==> src/rtl/tx_width_gearbox.sv <==
// Width gearbox between the PIPE TX parallel word interface and the symbol serializer:
// accepts 1/2/4-lane words over valid/ready and emits one symbol plus K flag per clock, lane 0 first.
module tx_width_gearbox #(
  parameter int MAX_W = 32,
  parameter int SYM_W = 8
) (
  input  logic                     Bit_Rate_CLK_10,
  input  logic                     Rst,
  input  logic [5:0]               DataBusWidth,
  input  logic [MAX_W-1:0]         Data_In,
  input  logic [MAX_W/SYM_W-1:0]   DataK_In,
  input  logic                     In_Valid,
  output logic                     In_Ready,
  output logic [SYM_W-1:0]         Sym_Out,
  output logic                     Sym_K,
  output logic                     Sym_Valid,
  output logic                     Underflow
);

  localparam int LANES = MAX_W / SYM_W;
  localparam int LW    = $clog2(LANES + 1);
  localparam int RW    = (LANES > 1) ? $clog2(LANES) : 1;

  logic [MAX_W-1:0] hr_data_q, hr_data_d;
  logic [LANES-1:0] hr_k_q, hr_k_d;
  logic [LW-1:0]    hr_lanes_q, hr_lanes_d;
  logic             hr_full_q, hr_full_d;
  logic [MAX_W-1:0] sr_data_q, sr_data_d;
  logic [LANES-1:0] sr_k_q, sr_k_d;
  logic [RW-1:0]    sr_rem_q, sr_rem_d;
  logic [SYM_W-1:0] sym_q, sym_d;
  logic             symk_q, symk_d;
  logic             symv_q, symv_d;
  logic             uflow_q, uflow_d;
  logic             xfer;

  // Unrecognised widths fall back to a single lane.
  function automatic logic [LW-1:0] decode_lanes(input logic [5:0] w);
    case (w)
      6'd8:    decode_lanes = LW'(1);
      6'd16:   decode_lanes = LW'(2);
      6'd32:   decode_lanes = LW'(4);
      default: decode_lanes = LW'(1);
    endcase
  endfunction

  // Ready depends only on stored state, so the upstream valid never loops back into it.
  assign In_Ready = Rst && (!hr_full_q || (sr_rem_q == '0));
  assign xfer     = In_Valid && In_Ready;

  always_comb begin
    hr_data_d  = hr_data_q;
    hr_k_d     = hr_k_q;
    hr_lanes_d = hr_lanes_q;
    hr_full_d  = hr_full_q;
    sr_data_d  = sr_data_q;
    sr_k_d     = sr_k_q;
    sr_rem_d   = sr_rem_q;
    sym_d      = '0;
    symk_d     = 1'b0;
    symv_d     = 1'b0;

    if (sr_rem_q != '0) begin
      sym_d     = sr_data_q[SYM_W-1:0];
      symk_d    = sr_k_q[0];
      symv_d    = 1'b1;
      sr_data_d = sr_data_q >> SYM_W;
      sr_k_d    = sr_k_q >> 1;
      sr_rem_d  = sr_rem_q - RW'(1);
    end else if (hr_full_q) begin
      sym_d     = hr_data_q[SYM_W-1:0];
      symk_d    = hr_k_q[0];
      symv_d    = 1'b1;
      sr_data_d = hr_data_q >> SYM_W;
      sr_k_d    = hr_k_q >> 1;
      sr_rem_d  = RW'(hr_lanes_q - LW'(1));
      hr_full_d = 1'b0;
    end

    // A word accepted on the same edge that HR drains refills it immediately.
    if (xfer) begin
      hr_data_d  = Data_In;
      hr_k_d     = DataK_In;
      hr_lanes_d = decode_lanes(DataBusWidth);
      hr_full_d  = 1'b1;
    end

    uflow_d = symv_q && !symv_d;
  end

  always_ff @(posedge Bit_Rate_CLK_10 or negedge Rst) begin
    if (!Rst) begin
      hr_data_q  <= '0;
      hr_k_q     <= '0;
      hr_lanes_q <= '0;
      hr_full_q  <= 1'b0;
      sr_data_q  <= '0;
      sr_k_q     <= '0;
      sr_rem_q   <= '0;
      sym_q      <= '0;
      symk_q     <= 1'b0;
      symv_q     <= 1'b0;
      uflow_q    <= 1'b0;
    end else begin
      hr_data_q  <= hr_data_d;
      hr_k_q     <= hr_k_d;
      hr_lanes_q <= hr_lanes_d;
      hr_full_q  <= hr_full_d;
      sr_data_q  <= sr_data_d;
      sr_k_q     <= sr_k_d;
      sr_rem_q   <= sr_rem_d;
      sym_q      <= sym_d;
      symk_q     <= symk_d;
      symv_q     <= symv_d;
      uflow_q    <= uflow_d;
    end
  end

  assign Sym_Out   = sym_q;
  assign Sym_K     = symk_q;
  assign Sym_Valid = symv_q;
  assign Underflow = uflow_q;

endmodule

==> config.mk <==
export PLATFORM = sky130hd
export DESIGN_NAME = tx_width_gearbox
export DESIGN_NICKNAME = d
export VERILOG_FILES = /design/src/rtl/tx_width_gearbox.sv
export SDC_FILE = /design/constraint.sdc
export NUM_CORES = 1
export LEC_CHECK = 0
export ABC_AREA = 1
export CAP_MARGIN = 20
export CORE_MARGIN = 2
export CORE_UTILIZATION = 35
export CTS_CLUSTER_DIAMETER = 80
export CTS_CLUSTER_SIZE = 40
export DETAILED_ROUTE_END_ITERATION = 12
export GPL_TIMING_DRIVEN = 1
export MAX_ROUTING_LAYER = met4
export SETUP_SLACK_MARGIN = 0.05
export SYNTH_ARGS = -nofsm -noshare
export SYNTH_HDL_FRONTEND = slang
export SYNTH_SLANG_ARGS = --single-unit
==> constraint.sdc <==
create_clock -name Bit_Rate_CLK_10 -period 2.3 [get_ports Bit_Rate_CLK_10]
set_input_delay 0.23 -clock Bit_Rate_CLK_10 [delete_from_list [all_inputs] [get_ports Bit_Rate_CLK_10]]
set_output_delay 0.23 -clock Bit_Rate_CLK_10 [all_outputs]
set_load 0.01 [all_outputs]
==> impl_metrics.env <==
export IMPL_synth_top_family_by_area="simple AND/OR/NAND/NOR gates"
export IMPL_syn_inst=364
export IMPL_grt_pass1_wl_mm=11.29
export IMPL_cp_start_kind="primary input"
export IMPL_clock_sinks=79
export IMPL_overflow=0
export IMPL_r2r_start="sr_rem_q[0]"
export IMPL_switchingPower_w=0.001739
export IMPL_postSynthAreaPerCell_sq_um=8.899
export IMPL_intPower_w=0.003174
export IMPL_final_cell_area_sq_um=4063
export IMPL_core_sq_um=9109
export IMPL_finalCritPeriodShare_pct=85.53
export IMPL_combPwrFrac_pct=32.8
export IMPL_wl_per_cell_um=12.42
export IMPL_grtUsageTotal_pct=14.80
export IMPL_cts_root_buffer="clkbuf_8"
export IMPL_p_seq_share_pct=46.6
export IMPL_synth_mux_area_share_pct=0
export IMPL_status="complete, no violations"
export IMPL_crit_path_max_fanout=18
export IMPL_yosys_register_bits=79
export IMPL_cts_max_level=3
export IMPL_cts_hold_buf=1
export IMPL_yosysUniqueCellTypes=20
export IMPL_slowest_delay_ns=0.53
export IMPL_finalWirelength_mm=6.607
export IMPL_fin_crit_ns=1.967
export IMPL_ys_flop_type="dfrtp_1"
export IMPL_yosys_area_top_type="dfrtp_1"
export IMPL_setup_tns_ns=0
export IMPL_maxCapViolCount=0
export IMPL_syn_nets=409
export IMPL_syn_area_sq_um=3239
export IMPL_ys_seq_area_share_pct=61.03
export IMPL_worst_clock_skew_ns=0.01195
export IMPL_fmax_mhz=508.3
export IMPL_crit_path_start="Rst"
export IMPL_cts_buffer_depth=2
export IMPL_async_reset_ff_share_pct=100.0
export IMPL_antenna_found_initial=0
export IMPL_place_hpwl_mm=4.400
export IMPL_end_kind="primary output"
export IMPL_synth_compound_area_share_pct=5.601
export IMPL_worst_ep_required_time_ns=2.07
export IMPL_hold_viol=0
export IMPL_drive_above_1_share_pct=6.413
export IMPL_worst_pin_slew_ns=0.8032
export IMPL_fp_dieW_um=100.2
export IMPL_yosysMostFrequentCell="nand2_1"
export IMPL_timing_final_ws_setup_ns=0.3327
export IMPL_final_antenna_net_count=0
export IMPL_swShare_pct=35.40
export IMPL_rsz0062_at_grt="false"
export IMPL_clk_latency_ns=0.34
export IMPL_synth_top_area_share_pct=61.03
export IMPL_ys_top_cells_by_count="156 x nand2_1, 79 x dfrtp_1, 46 x nand3_1"
export IMPL_cts_buffers=9
export IMPL_fill_cells=914
export IMPL_ys_top_cells_by_area="dfrtp_1 61%, nand2_1 18%, nand3_1 7.1%, inv_1 2.2%, o211ai_1 2.1%"
export IMPL_synth_xor_area_share_pct=0
export IMPL_vias=2450
export IMPL_pre_cts_slack_ns=0.7030
export IMPL_crit_slowest_cell="dlygate4sd3_1"
export IMPL_p_leak_nw=1.964
export IMPL_synth_enable_flop_cells=0
export IMPL_setup_violations_final=0
export IMPL_synth_fa_ha_area_share_pct=0
export IMPL_slew_headroom_pct=46.45
export IMPL_hp_class="in -> async"
export IMPL_die_h_um=100.2
export IMPL_start_util_pct=35.56
export IMPL_post_dp_cell_area_sq_um=3855
export IMPL_cts_setup_buffers=0
export IMPL_drt_first_pass_iters=4
export IMPL_areaGrowthSynthToFinish_pct=25.42
export IMPL_slew_viol_final=0
export IMPL_ir_drop_uv=342.5
export IMPL_clkPwrFrac_pct=20.6
export IMPL_power_density_nw_per_um2=1209
export IMPL_worstSetupPathType="in -> out"
export IMPL_final_nets=462
export IMPL_final_util_pct=44.60
export IMPL_portBuffers=56
export IMPL_cp_top_family="buffers and inverters"
export IMPL_total_power_w=0.004914
export IMPL_critPathBufInv=4
export IMPL_grt_pass1_vias=2401
export IMPL_drcViolationCount=0
export IMPL_io_pins=57
export IMPL_fp_dieArea_sq_um=10040
export IMPL_vias_per_cell=4.605
export IMPL_grt_max_degree=65
export IMPL_yosys_warnings=0
export IMPL_synth_simple_area_share_pct=27.27
export IMPL_gp_congestion=0.7440
export IMPL_crit_arrival_ns=1.74
export IMPL_rows=35
export IMPL_ctsResizeCount=0
export IMPL_clkSlewWorstSetupHoldPaths_ns=0.07
export IMPL_drt_initial_drc_count=101
export IMPL_antennaDiodeCount=0
export IMPL_cp_cell_sequence="dlygate4sd3_1 > buf_4 > nand2_2 > inv_1 > clkdlybuf4s50_1"
export IMPL_cts_tree="built"
==> power groups by stage <==
stage / Clock (W) / Combinational (W) / Sequential (W)
2_1_floorplan: 0 / 0.00112 / 0.00227
3_3_place_gp: 0 / 0.00159 / 0.00231
5_1_grt: 0.00110 / 0.00185 / 0.00235
6_report: 0.00101 / 0.00161 / 0.00229
4_1_cts: 0.00104 / 0.00164 / 0.00229
3_5_place_dp: 0 / 0.00163 / 0.00231
==> cell usage in the layout (no fill, tap or decap) <==
master	n
o211ai_1	9
inv_2	2
clkinv_2	1
inv_1	19
and2_1	1
o21ai_0	10
nand2_1	156
clkbuf_1	1
nor2_2	1
bufinv_16	1
clkdlybuf4s50_1	55
buf_4	6
dlygate4sd3_1	1
o21ai_1	1
nor2_1	6
clkbuf_8	11
o21ai_2	1
dfrtp_1	79
nand3_1	46
clkinvlp_4	1
nor2_8	1
a21oi_1	10
nand2_2	2
==> state kept, by name, summed over array words and instances, names as in the netlist <==
| signal | count |
|---|---|
| hr_full_q | 1 |
| Sym_Valid | 1 |
| sr_rem_q | 2 |
| sr_data_q | 24 |
| sr_k_q | 3 |
| Sym_K | 1 |
| hr_data_q | 32 |
| hr_k_q | 4 |
| Sym_Out | 8 |
| hr_lanes_q | 2 |
| Underflow | 1 |
==> metal layers <==
metal / share of wire, % / GRT usage, % / vias up
met5: 0 / - / -
met4: 1.8 / 6.955 / 0
met3: 4.2 / 2.925 / 10
met2: 46 / 22.51 / 53
met1: 48 / 19.12 / 1127
li1: - / - / 1260
==> cell type report <==
class                           count  area [sq um]  share of cell area (%)
Timing Repair Buffer               62         605.6                   14.91
Sequential cell                    79          1977                   48.66
Tap cell                          111         138.9                   3.419
Inverter                           21         78.83                   1.940
Clock buffer                       12         155.1                   3.819
Clock inverter                      3         42.54                   1.047
Multi-Input combinational cell    244          1065                   26.21
==> metrics by stage <==
step                      hold WS, ns  cells
after detailed placement       0.1097    516
after global placement         0.1013    516
final                          0.2904    532
after global routing           0.2953    532
after floorplan              -0.06559    364
after CTS                      0.2814    532
==> worst paths after layout <==
path                               endpoint  slack (ns)  cells after the start
hold / removal                   Sym_Out[3]        0.29                      2
min in group Bit_Rate_CLK_10  hr_data_q[14]        0.41                      3
setup / recovery                   In_Ready        0.33                      5
setup reg to reg               sr_data_q[2]        0.71                      4
max in group asynchronous         sr_k_q[1]        0.96                      3
hold reg to reg               hr_data_q[29]        0.48                      2
==> cells by family (layout without fill, tap and decap cells) <==
| kind of cell | count (synthesis) | in the layout |
|---|---|---|
| compound gates | 31 | 31 |
| buf+inv | 41 | 98 |
| flops | 79 | 79 |
| simple gates | 213 | 213 |
No activity file was read; power rests on OpenSTA's default activity.
